[config.mk]
export PLATFORM = sky130hd
export DESIGN_NAME = alu_cmd_sequencer
export DESIGN_NICKNAME = d
export VERILOG_FILES = /design/src/rtl/alu_cmd_sequencer.sv
export SDC_FILE = /design/constraint.sdc
export NUM_CORES = 1
export LEC_CHECK = 0
export CELL_PAD_IN_SITES_DETAIL_PLACEMENT = 0
export CELL_PAD_IN_SITES_GLOBAL_PLACEMENT = 1
export CORE_UTILIZATION = 35
export CTS_CLUSTER_SIZE = 12
export DETAILED_ROUTE_END_ITERATION = 7
export PLACE_DENSITY_LB_ADDON = 0.12
export SLEW_MARGIN = 20
export SYNTH_ARGS = -nofsm -noshare
export SYNTH_HDL_FRONTEND = slang
export SYNTH_SLANG_ARGS = --single-unit
[constraint.sdc]
create_clock -name clk -period 3.3 [get_ports clk]
set_input_delay 0.33 -clock clk [delete_from_list [all_inputs] [get_ports clk]]
set_output_delay 0.33 -clock clk [all_outputs]
set_load 0.05 [all_outputs]
[src/rtl/alu_cmd_sequencer.sv]
// Drives the tiny ALU from a valid/ready command port and returns results on a
// valid/ready response port, enforcing the post-op drain gap and a done timeout.
module alu_cmd_sequencer #(
   parameter int TIMEOUT    = 15,
   parameter int GAP_CYCLES = 4
) (
   input  logic        clk,
   input  logic        reset_n,
   input  logic        cmd_valid,
   output logic        cmd_ready,
   input  logic [7:0]  cmd_a,
   input  logic [7:0]  cmd_b,
   input  logic [2:0]  cmd_op,
   output logic        rsp_valid,
   input  logic        rsp_ready,
   output logic [15:0] rsp_result,
   output logic [2:0]  rsp_op,
   output logic        rsp_timeout,
   output logic [7:0]  alu_a,
   output logic [7:0]  alu_b,
   output logic [2:0]  alu_op,
   output logic        alu_start,
   input  logic        alu_done,
   input  logic [15:0] alu_result,
   output logic        busy
);

   localparam int TW = $clog2(TIMEOUT);
   localparam int GW = $clog2(GAP_CYCLES + 1);
   localparam logic [TW-1:0] TMO_LAST = TW'(TIMEOUT - 1);
   localparam logic [GW-1:0] GAP_LOAD = GW'(GAP_CYCLES);

   typedef enum logic [1:0] {S_IDLE, S_WAIT, S_RESP} state_t;

   state_t        r_state,       w_state_nxt;
   logic [7:0]    r_alu_a,       w_alu_a_nxt;
   logic [7:0]    r_alu_b,       w_alu_b_nxt;
   logic [2:0]    r_alu_op,      w_alu_op_nxt;
   logic          r_alu_start,   w_alu_start_nxt;
   logic          r_rsp_valid,   w_rsp_valid_nxt;
   logic [15:0]   r_rsp_result,  w_rsp_result_nxt;
   logic [2:0]    r_rsp_op,      w_rsp_op_nxt;
   logic          r_rsp_timeout, w_rsp_timeout_nxt;
   logic [TW-1:0] r_tmo_cnt,     w_tmo_cnt_nxt;
   logic [GW-1:0] r_gap_cnt,     w_gap_cnt_nxt;
   logic          r_busy;
   logic          w_cmd_ready;

   assign w_cmd_ready = (r_state == S_IDLE) && (r_gap_cnt == '0);

   always_ff @(posedge clk or negedge reset_n) begin
      if (!reset_n) begin
         r_state       <= S_IDLE;
         r_alu_a       <= '0;
         r_alu_b       <= '0;
         r_alu_op      <= '0;
         r_alu_start   <= 1'b0;
         r_rsp_valid   <= 1'b0;
         r_rsp_result  <= '0;
         r_rsp_op      <= '0;
         r_rsp_timeout <= 1'b0;
         r_tmo_cnt     <= '0;
         r_gap_cnt     <= '0;
         r_busy        <= 1'b0;
      end else begin
         r_state       <= w_state_nxt;
         r_alu_a       <= w_alu_a_nxt;
         r_alu_b       <= w_alu_b_nxt;
         r_alu_op      <= w_alu_op_nxt;
         r_alu_start   <= w_alu_start_nxt;
         r_rsp_valid   <= w_rsp_valid_nxt;
         r_rsp_result  <= w_rsp_result_nxt;
         r_rsp_op      <= w_rsp_op_nxt;
         r_rsp_timeout <= w_rsp_timeout_nxt;
         r_tmo_cnt     <= w_tmo_cnt_nxt;
         r_gap_cnt     <= w_gap_cnt_nxt;
         r_busy        <= (w_state_nxt != S_IDLE) || (w_gap_cnt_nxt != '0);
      end
   end

   always_comb begin
      w_state_nxt       = r_state;
      w_alu_a_nxt       = r_alu_a;
      w_alu_b_nxt       = r_alu_b;
      w_alu_op_nxt      = r_alu_op;
      w_alu_start_nxt   = r_alu_start;
      w_rsp_valid_nxt   = r_rsp_valid;
      w_rsp_result_nxt  = r_rsp_result;
      w_rsp_op_nxt      = r_rsp_op;
      w_rsp_timeout_nxt = r_rsp_timeout;
      w_tmo_cnt_nxt     = r_tmo_cnt;
      w_gap_cnt_nxt     = (r_gap_cnt != '0) ? r_gap_cnt - GW'(1) : r_gap_cnt;

      case (r_state)
         S_IDLE: begin
            if (cmd_valid && w_cmd_ready) begin
               w_alu_a_nxt  = cmd_a;
               w_alu_b_nxt  = cmd_b;
               w_alu_op_nxt = cmd_op;
               w_rsp_op_nxt = cmd_op;
               if (cmd_op != 3'b000) begin
                  w_state_nxt     = S_WAIT;
                  w_alu_start_nxt = 1'b1;
                  w_tmo_cnt_nxt   = '0;
               end else begin
                  w_state_nxt       = S_RESP;
                  w_rsp_valid_nxt   = 1'b1;
                  w_rsp_result_nxt  = '0;
                  w_rsp_timeout_nxt = 1'b0;
               end
            end
         end
         S_WAIT: begin
            // done on the final timeout cycle is still a normal completion
            if (alu_done) begin
               w_rsp_result_nxt  = alu_result;
               w_rsp_timeout_nxt = 1'b0;
               w_alu_start_nxt   = 1'b0;
               w_gap_cnt_nxt     = GAP_LOAD;
               w_rsp_valid_nxt   = 1'b1;
               w_state_nxt       = S_RESP;
            end else if (r_tmo_cnt == TMO_LAST) begin
               w_rsp_result_nxt  = '0;
               w_rsp_timeout_nxt = 1'b1;
               w_alu_start_nxt   = 1'b0;
               w_gap_cnt_nxt     = GAP_LOAD;
               w_rsp_valid_nxt   = 1'b1;
               w_state_nxt       = S_RESP;
            end else begin
               w_tmo_cnt_nxt = r_tmo_cnt + TW'(1);
            end
         end
         S_RESP: begin
            if (rsp_ready) begin
               w_rsp_valid_nxt = 1'b0;
               w_state_nxt     = S_IDLE;
            end
         end
         default: w_state_nxt = S_IDLE;
      endcase
   end

   assign cmd_ready   = w_cmd_ready;
   assign rsp_valid   = r_rsp_valid;
   assign rsp_result  = r_rsp_result;
   assign rsp_op      = r_rsp_op;
   assign rsp_timeout = r_rsp_timeout;
   assign alu_a       = r_alu_a;
   assign alu_b       = r_alu_b;
   assign alu_op      = r_alu_op;
   assign alu_start   = r_alu_start;
   assign busy        = r_busy;

endmodule

=== Word level (Yosys, flattened, before mapping) ===
Index checks and enable logic that the tools add are counted.

* Bits in registers: 48
* Bits of input ports: 40
* Output and inout port bits: 43
* Logic and storage cells: 74

* Add/sub/neg operators: 2
* Equal/unequal tests: 10
* Mux-type cells: 35
* Reduce and logical (&&, ||, !) cells: 16

{| class="wikitable"
|+ Operators with widths
! cell !! number
|-
| 16-bit two-way mux || 4
|-
| 16-bit case mux with 2 select lines || 1
|-
| 4-bit two-way mux || 4
|-
| 1-bit two-way mux || 12
|-
| 3-bit two-way mux || 4
|-
| 3-bit nonzero test || 4
|-
| 2-bit two-way mux || 5
|-
| 5-bit AND reduction || 2
|-
| 2-bit inequality test (second input constant) || 4
|-
| 4-bit case mux with 2 select lines || 1
|-
| 4-bit AND reduction || 2
|-
| 2-bit case mux with 3 select lines || 1
|-
| 4-bit by 1-bit adder with 4-bit output (second input constant) || 1
|-
| 4-bit equality test (second input constant) || 1
|-
| 2-bit by 1-bit inequality test with 1-bit output (second input constant) || 2
|-
| 1-bit case mux with 2 select lines || 2
|-
| 2-bit nonzero test || 2
|-
| 3-bit zero test || 1
|-
| 3-bit inequality test (second input constant) || 1
|-
| 1-bit case mux with 3 select lines || 1
|-
| 3-bit by 1-bit subtractor with 3-bit output (second input constant) || 1
|-
| 2-bit by 1-bit equality test with 1-bit output (second input constant) || 1
|-
| 2-bit equality test (second input constant) || 1
|-
| 1-bit logical AND || 2
|-
| other kinds (3) || 3
|}

=== Logic depth before layout (Yosys ltp) ===
Gate-level depths: netlist of run 1.

* Depth in word-level cells: 7
* Gate-level depth with buffers: 7
* Mapped depth without buffers: 6

=== Worst setup path after synthesis of run 1 ===
Ideal clock, no wire load.

* Path kind: reg-to-reg
* From: register r_gap_cnt[0]
* To: register r_tmo_cnt[2]
* Setup time: 121 ps
* Arrival: 2134 ps
* Data required time: 3179 ps
* Path slack: 1044 ps
* Cell stages (with the launch flop): 7
* Cell sequence: dfrtp_1 > inv_1 > ha_1 > nor4b_4 > a32oi_1 > o21bai_1 > o2bb2ai_1

* Cells in the longest elaborated chain, start to end: 5

{| class="wikitable"
|+ Ends and longest elaborated chain
! what !! RTL line !! RTL
|-
| start: declaration || 45 || <nowiki>logic [GW-1:0] r_gap_cnt, w_gap_cnt_nxt;</nowiki>
|-
| start signal: assignment || 76 || <nowiki>r_gap_cnt <= w_gap_cnt_nxt;</nowiki>
|-
| 3-bit zero test || 49 || <nowiki>assign w_cmd_ready = (r_state == S_IDLE) && (r_gap_cnt == '0);</nowiki>
|-
| 1-bit logical AND || 49 ||
|-
| net cmd_ready || 10 || <nowiki>output logic cmd_ready,</nowiki>
|-
| 1-bit logical AND || 96 || <nowiki>if (cmd_valid && w_cmd_ready) begin</nowiki>
|-
| 2-bit by 1-bit inequality test with 1-bit output (no line) || -- ||
|-
| 5-bit AND reduction (no line) || -- ||
|-
| end signal: assignment || 75 || <nowiki>r_tmo_cnt <= w_tmo_cnt_nxt;</nowiki>
|-
| end: declaration || 44 || <nowiki>logic [TW-1:0] r_tmo_cnt, w_tmo_cnt_nxt;</nowiki>
|}

The timed path passes the listed nets, and every way through them passes these cells.
A chain may end at the register's enable or synchronous reset.

=== Final worst setup path of run 1 ===
* From: register r_gap_cnt[0]
* To: output port cmd_ready

* Cells in the longest elaborated chain, start to end: 2

{| class="wikitable"
|+ Ends and longest elaborated chain
! what !! RTL line
|-
| 3-bit zero test || 49
|-
| 1-bit logical AND || 49
|-
| end: declaration || 10
|}

Every way passes these cells.

==> results.txt, run 1 <==
Status: finished, final reports clean
Unique masters post-synth: 34
Post-CTS Hold Buffers: 0
Via count: 1510
Largest net degree at the start of global routing: 49
WP data required: 2.97 ns
Area of the multi-input gates: 734.5 µm²
Startpoint Class: flop
Core area: 5507 µm²
Wire per inst: 14.50 µm
Avg Synthesized Cell Area: 13.25 µm²
RSZ-0062 raised after global routing: no
Layout net count: 276
Sequential share of the synthesized area: 60.04%
Crit share post-route: 80.69%
Die height: 77.61 µm
Port-buffer cells: 82
Slew Limit Headroom: 58.98%
Hpwl dp: 3.305 mm
Sequential standard cell area: 1201 µm²
H-tree depth: 2
GRT overflow: 0
Transition time of the tightest slew-check pin: 0.6153 ns
Die W: 77.61 µm
Fraction of layout cells with a size suffix above 1: 5.150%
Cell area after synthesis: 2001 µm²
Post-synth EDFFs: 0
Post-CTS setup buffers: 0
Setup violations, final: 0
Die area: 6023 µm²
DRT antenna net count: 0
Area grow syn2layout: 48.47%
Warnings, synthesis: 0
First-pass GRT wire length: 7.583 mm
Pwr dens: 1119 nW/µm²
DRC: 0
1st-pass router iterations: 4
CTS tree: done
CTS clk-pin slew, worst paths: 0.08 ns
CTS-repair resized insts: 0
Fmax achieved: 375.5 MHz
Antenna cells: 0
Initial antenna violation count: 0
CTS max path bufs: 2
Clk sink count: 48
Drt via density: 4.951
Crit-path max FO: 5
Post-Syn Instances: 151
Initial core utilization: 36.33%
Routed WL: 4.424 mm
Worst hold margin: 0.02852 ns
Setup TNS: 0 ns
Drt initial violations: 53
Gpl congestion: 0.7152
FFs w/ async S/R, synth: 100.0%
Ys flop type: dfrtp_1
Power Total: 0.003325 W
Fill count: 482
Post-Syn Nets: 195
Crit path DAT: 2.33 ns
Total track usage: 15.96%
Fin crit period: 2.663 ns
Max-cap viol count: 0
Root buf cell: clkbuf_8
Most frequent cells in the layout: 81 x clkdlybuf4s50_1, 48 x dfrtp_1, 19 x mux2_1
Skew-Pair Late Insertion Delay: 0.29 ns
Num CTS Buffers: 5
IO Pins: 83
Critical path class: reg2out
Row count: 27
Vias in the first global route: 1635
Synth Register Bits: 48
Hold crit path type: in2async
Leading cell type in the layout, fill and taps excluded: clkdlybuf4s50_1
VDD IR-drop max: 621.6 µV
Setup crit end kind: primary output
Fin. Hold Viols: 0
Max Transition Viols Final: 0
Final Skew: 0.006055 ns
Leakage power: 1.271 nW
[routing by layer]
layer  wire (µm)  track usage (%)
met1        1858            19.85
met2        2211            26.73
met3         337            5.529
met4          17            3.396
met5           0                0
[through the flow]
stage               util, %  setup WS [ns]  instances  area (µm²)
global route          53.94         0.5271        305        2970
finish                53.94         0.6371        305        2970
global placement      51.94          1.037        297        2860
CTS                   53.90         0.6118        305        2968
detailed placement    51.94         0.9446        297        2860
floorplan                 -          1.044        151        2001
[worst max-delay path, cell delays in order, from the launching register on]
cell	delay, ns
dfrtp_1	0.40
inv_1	0.11
ha_1	0.23
nor4b_4	0.41
clkdlybuf4s50_1	0.89
[area by class of cell]
class                           instances  share of cell area (%)
Multi-Input combinational cell         90                   24.73
Clock inverter                          2                   1.179
Clock buffer                            6                   2.443
Tap cell                               72                   3.033
Timing Repair Buffer                   82                   27.55
Inverter                                5                  0.6318
Sequential cell                        48                   40.44
[sequential cells by signal, indices dropped and copies added (netlist names), 2 cells and up]
register / cells
r_state: 2
alu_a: 8
r_gap_cnt: 3
r_tmo_cnt: 4
rsp_result: 16
alu_b: 8
rsp_op: 3
[report_power, final]
| group | switching [W] | internal [W] |
|---|---|---|
| Clock | 0.000187 | 0.000225 |
| Combinational | 0.00120 | 0.000687 |
| Sequential | 0.000173 | 0.000851 |
| Total | 0.00156 | 0.00176 |
[worst paths after layout]
| check | startpoint | endpoint | slack (ns) | cells past startpoint |
|---|---|---|---|---|
| max in group asynchronous | reset_n | busy | 2.87 | 1 |
| min reg2reg | alu_a[4] | alu_a[4] | 0.50 | 1 |
| max | r_gap_cnt[0] | cmd_ready | 0.64 | 4 |
| min in group clk | alu_a[4] | alu_a[4] | 0.50 | 1 |
| max reg2reg | r_gap_cnt[0] | alu_b[2] | 1.19 | 5 |
| min | reset_n | alu_a[6] | 0.03 | 1 |
[cell usage after synthesis (all sizes together), types with 2 or more instances]
cell | count | share of area, %
nor3 | 2 | 0.50
and2 | 2 | 0.63
mux2 | 19 | 11
ha | 4 | 2.5
dfrtp | 48 | 60
a22o | 16 | 7.0
inv | 5 | 0.94
o21ai | 8 | 2.0
nand2 | 12 | 2.4
nand2b | 5 | 1.6
a31oi | 4 | 2.3
nor2 | 3 | 0.56
buf | 7 | 2.1
[logic make-up (layout without fill, tap and decap cells)]
logic type,count (synthesis),count (layout),share of synthesized area [%]
multiplexers,19,19,10.69
adder cells (fa/ha/maj),4,4,2.502
AO/OA/AOI/OAI,37,37,15.13
buffers and inverters,13,95,3.252
flip-flops,48,48,60.04
AND/OR/NAND/NOR,30,30,8.381
Power figures use the tool's default switching activity.
==> run 2, diff against run 1 <==
Settings changed: CORE_UTILIZATION 35 to 33.
Clock period 3.3 ns to 2.55 ns, I/O delays scaled along.
==> run 2 against run 1 <==
Effect of this change:
- cell area about the same
- worst setup slack worse by 0.23 ns
- combinational power up 30%
- core utilization down 1.6 points
- sequential share of layout area about the same
- count of clock-buffer cells in the layout up 1
- die area up 5.9%
- power up 28%
- largest cell class unchanged
- largest power group unchanged
==> results.txt, run 2 (same netlist as run 1, synthesis figures left out) <==
WP data required: 2.73 ns (was 2.97 ns)
Root buf cell: clkbuf_8 (unchanged)
Drt via density: 4.863 (was 4.951)
Fin crit period: 2.142 ns
Dpl cells: 298 (was 297)
Hpwl dp: 3.462 mm (was 3.305 mm)
Setup crit end kind: flop (was primary output)
Drt initial violations: 103 (was 53)
FF-to-FF path depth: 5 (unchanged)
Transition time of the tightest slew-check pin: 0.6727 ns (was 0.6153 ns)
Initial antenna violation count: 0 (unchanged)
Die area: 6378 µm² (was 6023 µm²)
Metal3 WL: 221 µm (was 337 µm)
Crit path DAT: 2.32 ns (was 2.33 ns)
CTS clk-pin slew, worst paths: 0.08 ns (about the same)
Hold crit path type: in2async (unchanged)
Die W: 79.86 µm (was 77.61 µm)
Gpl congestion: 0.7546 (was 0.7152)
VDD IR-drop max: 700.0 µV (was 621.6 µV)
Startpoint Class: flop (unchanged)
CP max stage delay: 0.44 ns (was 0.89 ns)
Largest delay contributor family on the critical path: simple AND/OR/NAND/NOR gates (was buffers and inverters)
Buf+Inv Stages, Crit Path: 1 (was 2)
Initial core utilization: 35.25% (was 36.33%)
Port-buffer cells: 82 (unchanged)
Antenna cells: 0 (unchanged)
Area grow syn2layout: 48.41% (was 48.47%)
Status: finished, final reports clean (unchanged)
Most frequent cells in the layout: 80 x clkdlybuf4s50_1, 48 x dfrtp_1, 19 x mux2_1 (was 81 x clkdlybuf4s50_1, 48 x dfrtp_1, 19 x mux2_1)
First-pass GRT wire length: 7.438 mm (was 7.583 mm)
Fill count: 501 (was 482)
Fin cells: 307 (was 305)
RSZ-0062 raised after global routing: no (unchanged)
Worst hold margin: 0.4691 ns (was 0.02852 ns)
Critical Path Slowest Stage Cell: nor4b_4 (was clkdlybuf4s50_1)
Int Pwr: 0.002210 W (was 0.001763 W)
Row count: 27 (unchanged)
Slew Limit Headroom: 55.16% (was 58.98%)
Setup slack, reg-to-reg: 0.41 ns (was 1.19 ns)
GRT overflow: 0 (unchanged)
Max-cap viol count: 0 (unchanged)
Max Transition Viols Final: 0 (unchanged)
Via count: 1493 (was 1510)
Crit-path max FO: 21 (was 5)
Leading cell type in the layout, fill and taps excluded: clkdlybuf4s50_1 (unchanged)
Vias in the first global route: 1551 (was 1635)
IO Pins: 83 (unchanged)
CTS tree: done (unchanged)
Clock network power share: 10.9% (was 12.4%)
Sw power: 0.002033 W (was 0.001562 W)
Leakage power: 1.270 nW (was 1.271 nW)
Fmax achieved: 466.9 MHz
Clk sink count: 48 (unchanged)
Largest register FFs: 16 (unchanged)
Wire per inst: 14.94 µm (was 14.50 µm)
Routed WL: 4.587 mm (was 4.424 mm)
Fin. Hold Viols: 0 (unchanged)
Sequential power share: 31.2% (was 30.8%)
Setup violations, final: 0 (unchanged)
Comb pwr share: 57.9% (was 56.8%)
Crit share post-route: 84.00%
Skew-Pair Late Insertion Delay: 0.29 ns (about the same)
Met2 routed WL: 2.353 mm (was 2.211 mm)
Critical path class: reg2reg (was reg2out)
Setup TNS: 0 ns (unchanged)
Sw frac: 47.92% (was 46.98%)
Total track usage: 15.47% (was 15.96%)
Die height: 79.86 µm (was 77.61 µm)
Layout net count: 278 (was 276)
Core area: 5675 µm² (was 5507 µm²)
Critical R2R Launch: r_gap_cnt[0] (unchanged)
Final Skew: 0.004376 ns (was 0.006055 ns)
Num CTS Buffers: 5 (unchanged)
DRC: 0 (unchanged)
Highest routed layer: met4 (unchanged)
Reg-to-reg endpoint: alu_b[7] (was alu_b[2])
1st-pass router iterations: 3 (was 4)
H-tree depth: 2 (unchanged)
CTS max path bufs: 2 (unchanged)
Pwr dens: 1429 nW/µm² (was 1119 nW/µm²)
Met1 WL: 1.967 mm (was 1.858 mm)
DRT antenna net count: 0 (unchanged)
Crit path cell chain: inv_1, ha_1, nor4b_4, nand2_2, mux2_1 (was inv_1, ha_1, nor4b_4, clkdlybuf4s50_1)
Largest net degree at the start of global routing: 26 (was 49)
Fraction of layout cells with a size suffix above 1: 5.957% (was 5.150%)
==> run 2: cell count changes in the layout (fill, tap and decap cells not counted), sizes merged <==
| cell | before | now |
|---|---|---|
| clkinvlp | 0 | 1 |
| bufinv | 1 | 0 |
| clkbuf | 6 | 7 |
| clkinv | 1 | 0 |
| clkdlybuf4s50 | 81 | 80 |
| dlygate4sd3 | 0 | 1 |
| buf | 1 | 3 |
==> run 2: cell type report <==
type / count / area [µm²] / share of cell area [%]
clock buffers: 7 / 86.33 / 2.908
clock inverters: 1 / 7.507 / 0.2528
inverters: 5 / 18.77 / 0.6321
multi-input cells: 90 / 734.5 / 24.74
flip-flops and latches: 48 / 1201 / 40.46
well taps: 72 / 90.09 / 3.034
repair buffers: 84 / 830.8 / 27.98
==> run 2: routing by layer <==
metal	up-vias	global-route usage (%)
met5	-	0
li1	716	-
met1	733	18.65
met2	39	26.24
met3	5	4.571
met4	0	5.179
==> run 2: worst max-delay path by stage <==
stage / startpoint / to / slack, ns / cells after the start
3_5_place_dp: r_gap_cnt[0] / alu_b[7] / 0.42 / 5
6_report: r_gap_cnt[0] / alu_b[7] / 0.41 / 5
3_3_place_gp: r_gap_cnt[0] / alu_a[0] / 0.50 / 5
2_1_floorplan: r_gap_cnt[0] / r_tmo_cnt[2] / 0.29 / 6
5_1_grt: r_gap_cnt[0] / alu_b[0] / 0.26 / 5
4_1_cts: r_gap_cnt[0] / alu_b[7] / 0.40 / 5
==> run 2: per-stage QoR <==
stage	setup slack, ns	area (µm²)	utilization (%)	total power (W)
3_5_place_dp	0.4215	2865	50.49	0.003811
4_1_cts	0.4031	2969	52.31	0.004290
3_3_place_gp	0.4985	2865	50.49	0.003760
2_1_floorplan	0.2941	2001	-	0.002975
5_1_grt	0.2555	2969	52.31	0.004466
6_report	0.4081	2969	52.31	0.004243
==> run 2: power groups by stage <==
stage	Combinational [W]	Sequential [W]	Clock, W
floorplan	0.000670	0.00230	0
global placement	0.00244	0.00132	0
detailed placement	0.00248	0.00134	0
CTS	0.00248	0.00133	0.000482
global route	0.00257	0.00138	0.000521
finish	0.00245	0.00132	0.000464
==> run 2: timing repair <==
| action | in CTS | in global routing |
|---|---|---|
| hold endpoints to repair | 23 | 0 |
| setup buffers | 0 | 0 |
| gates resized for setup | 0 | 0 |
| hold buffers | 1 | 0 |
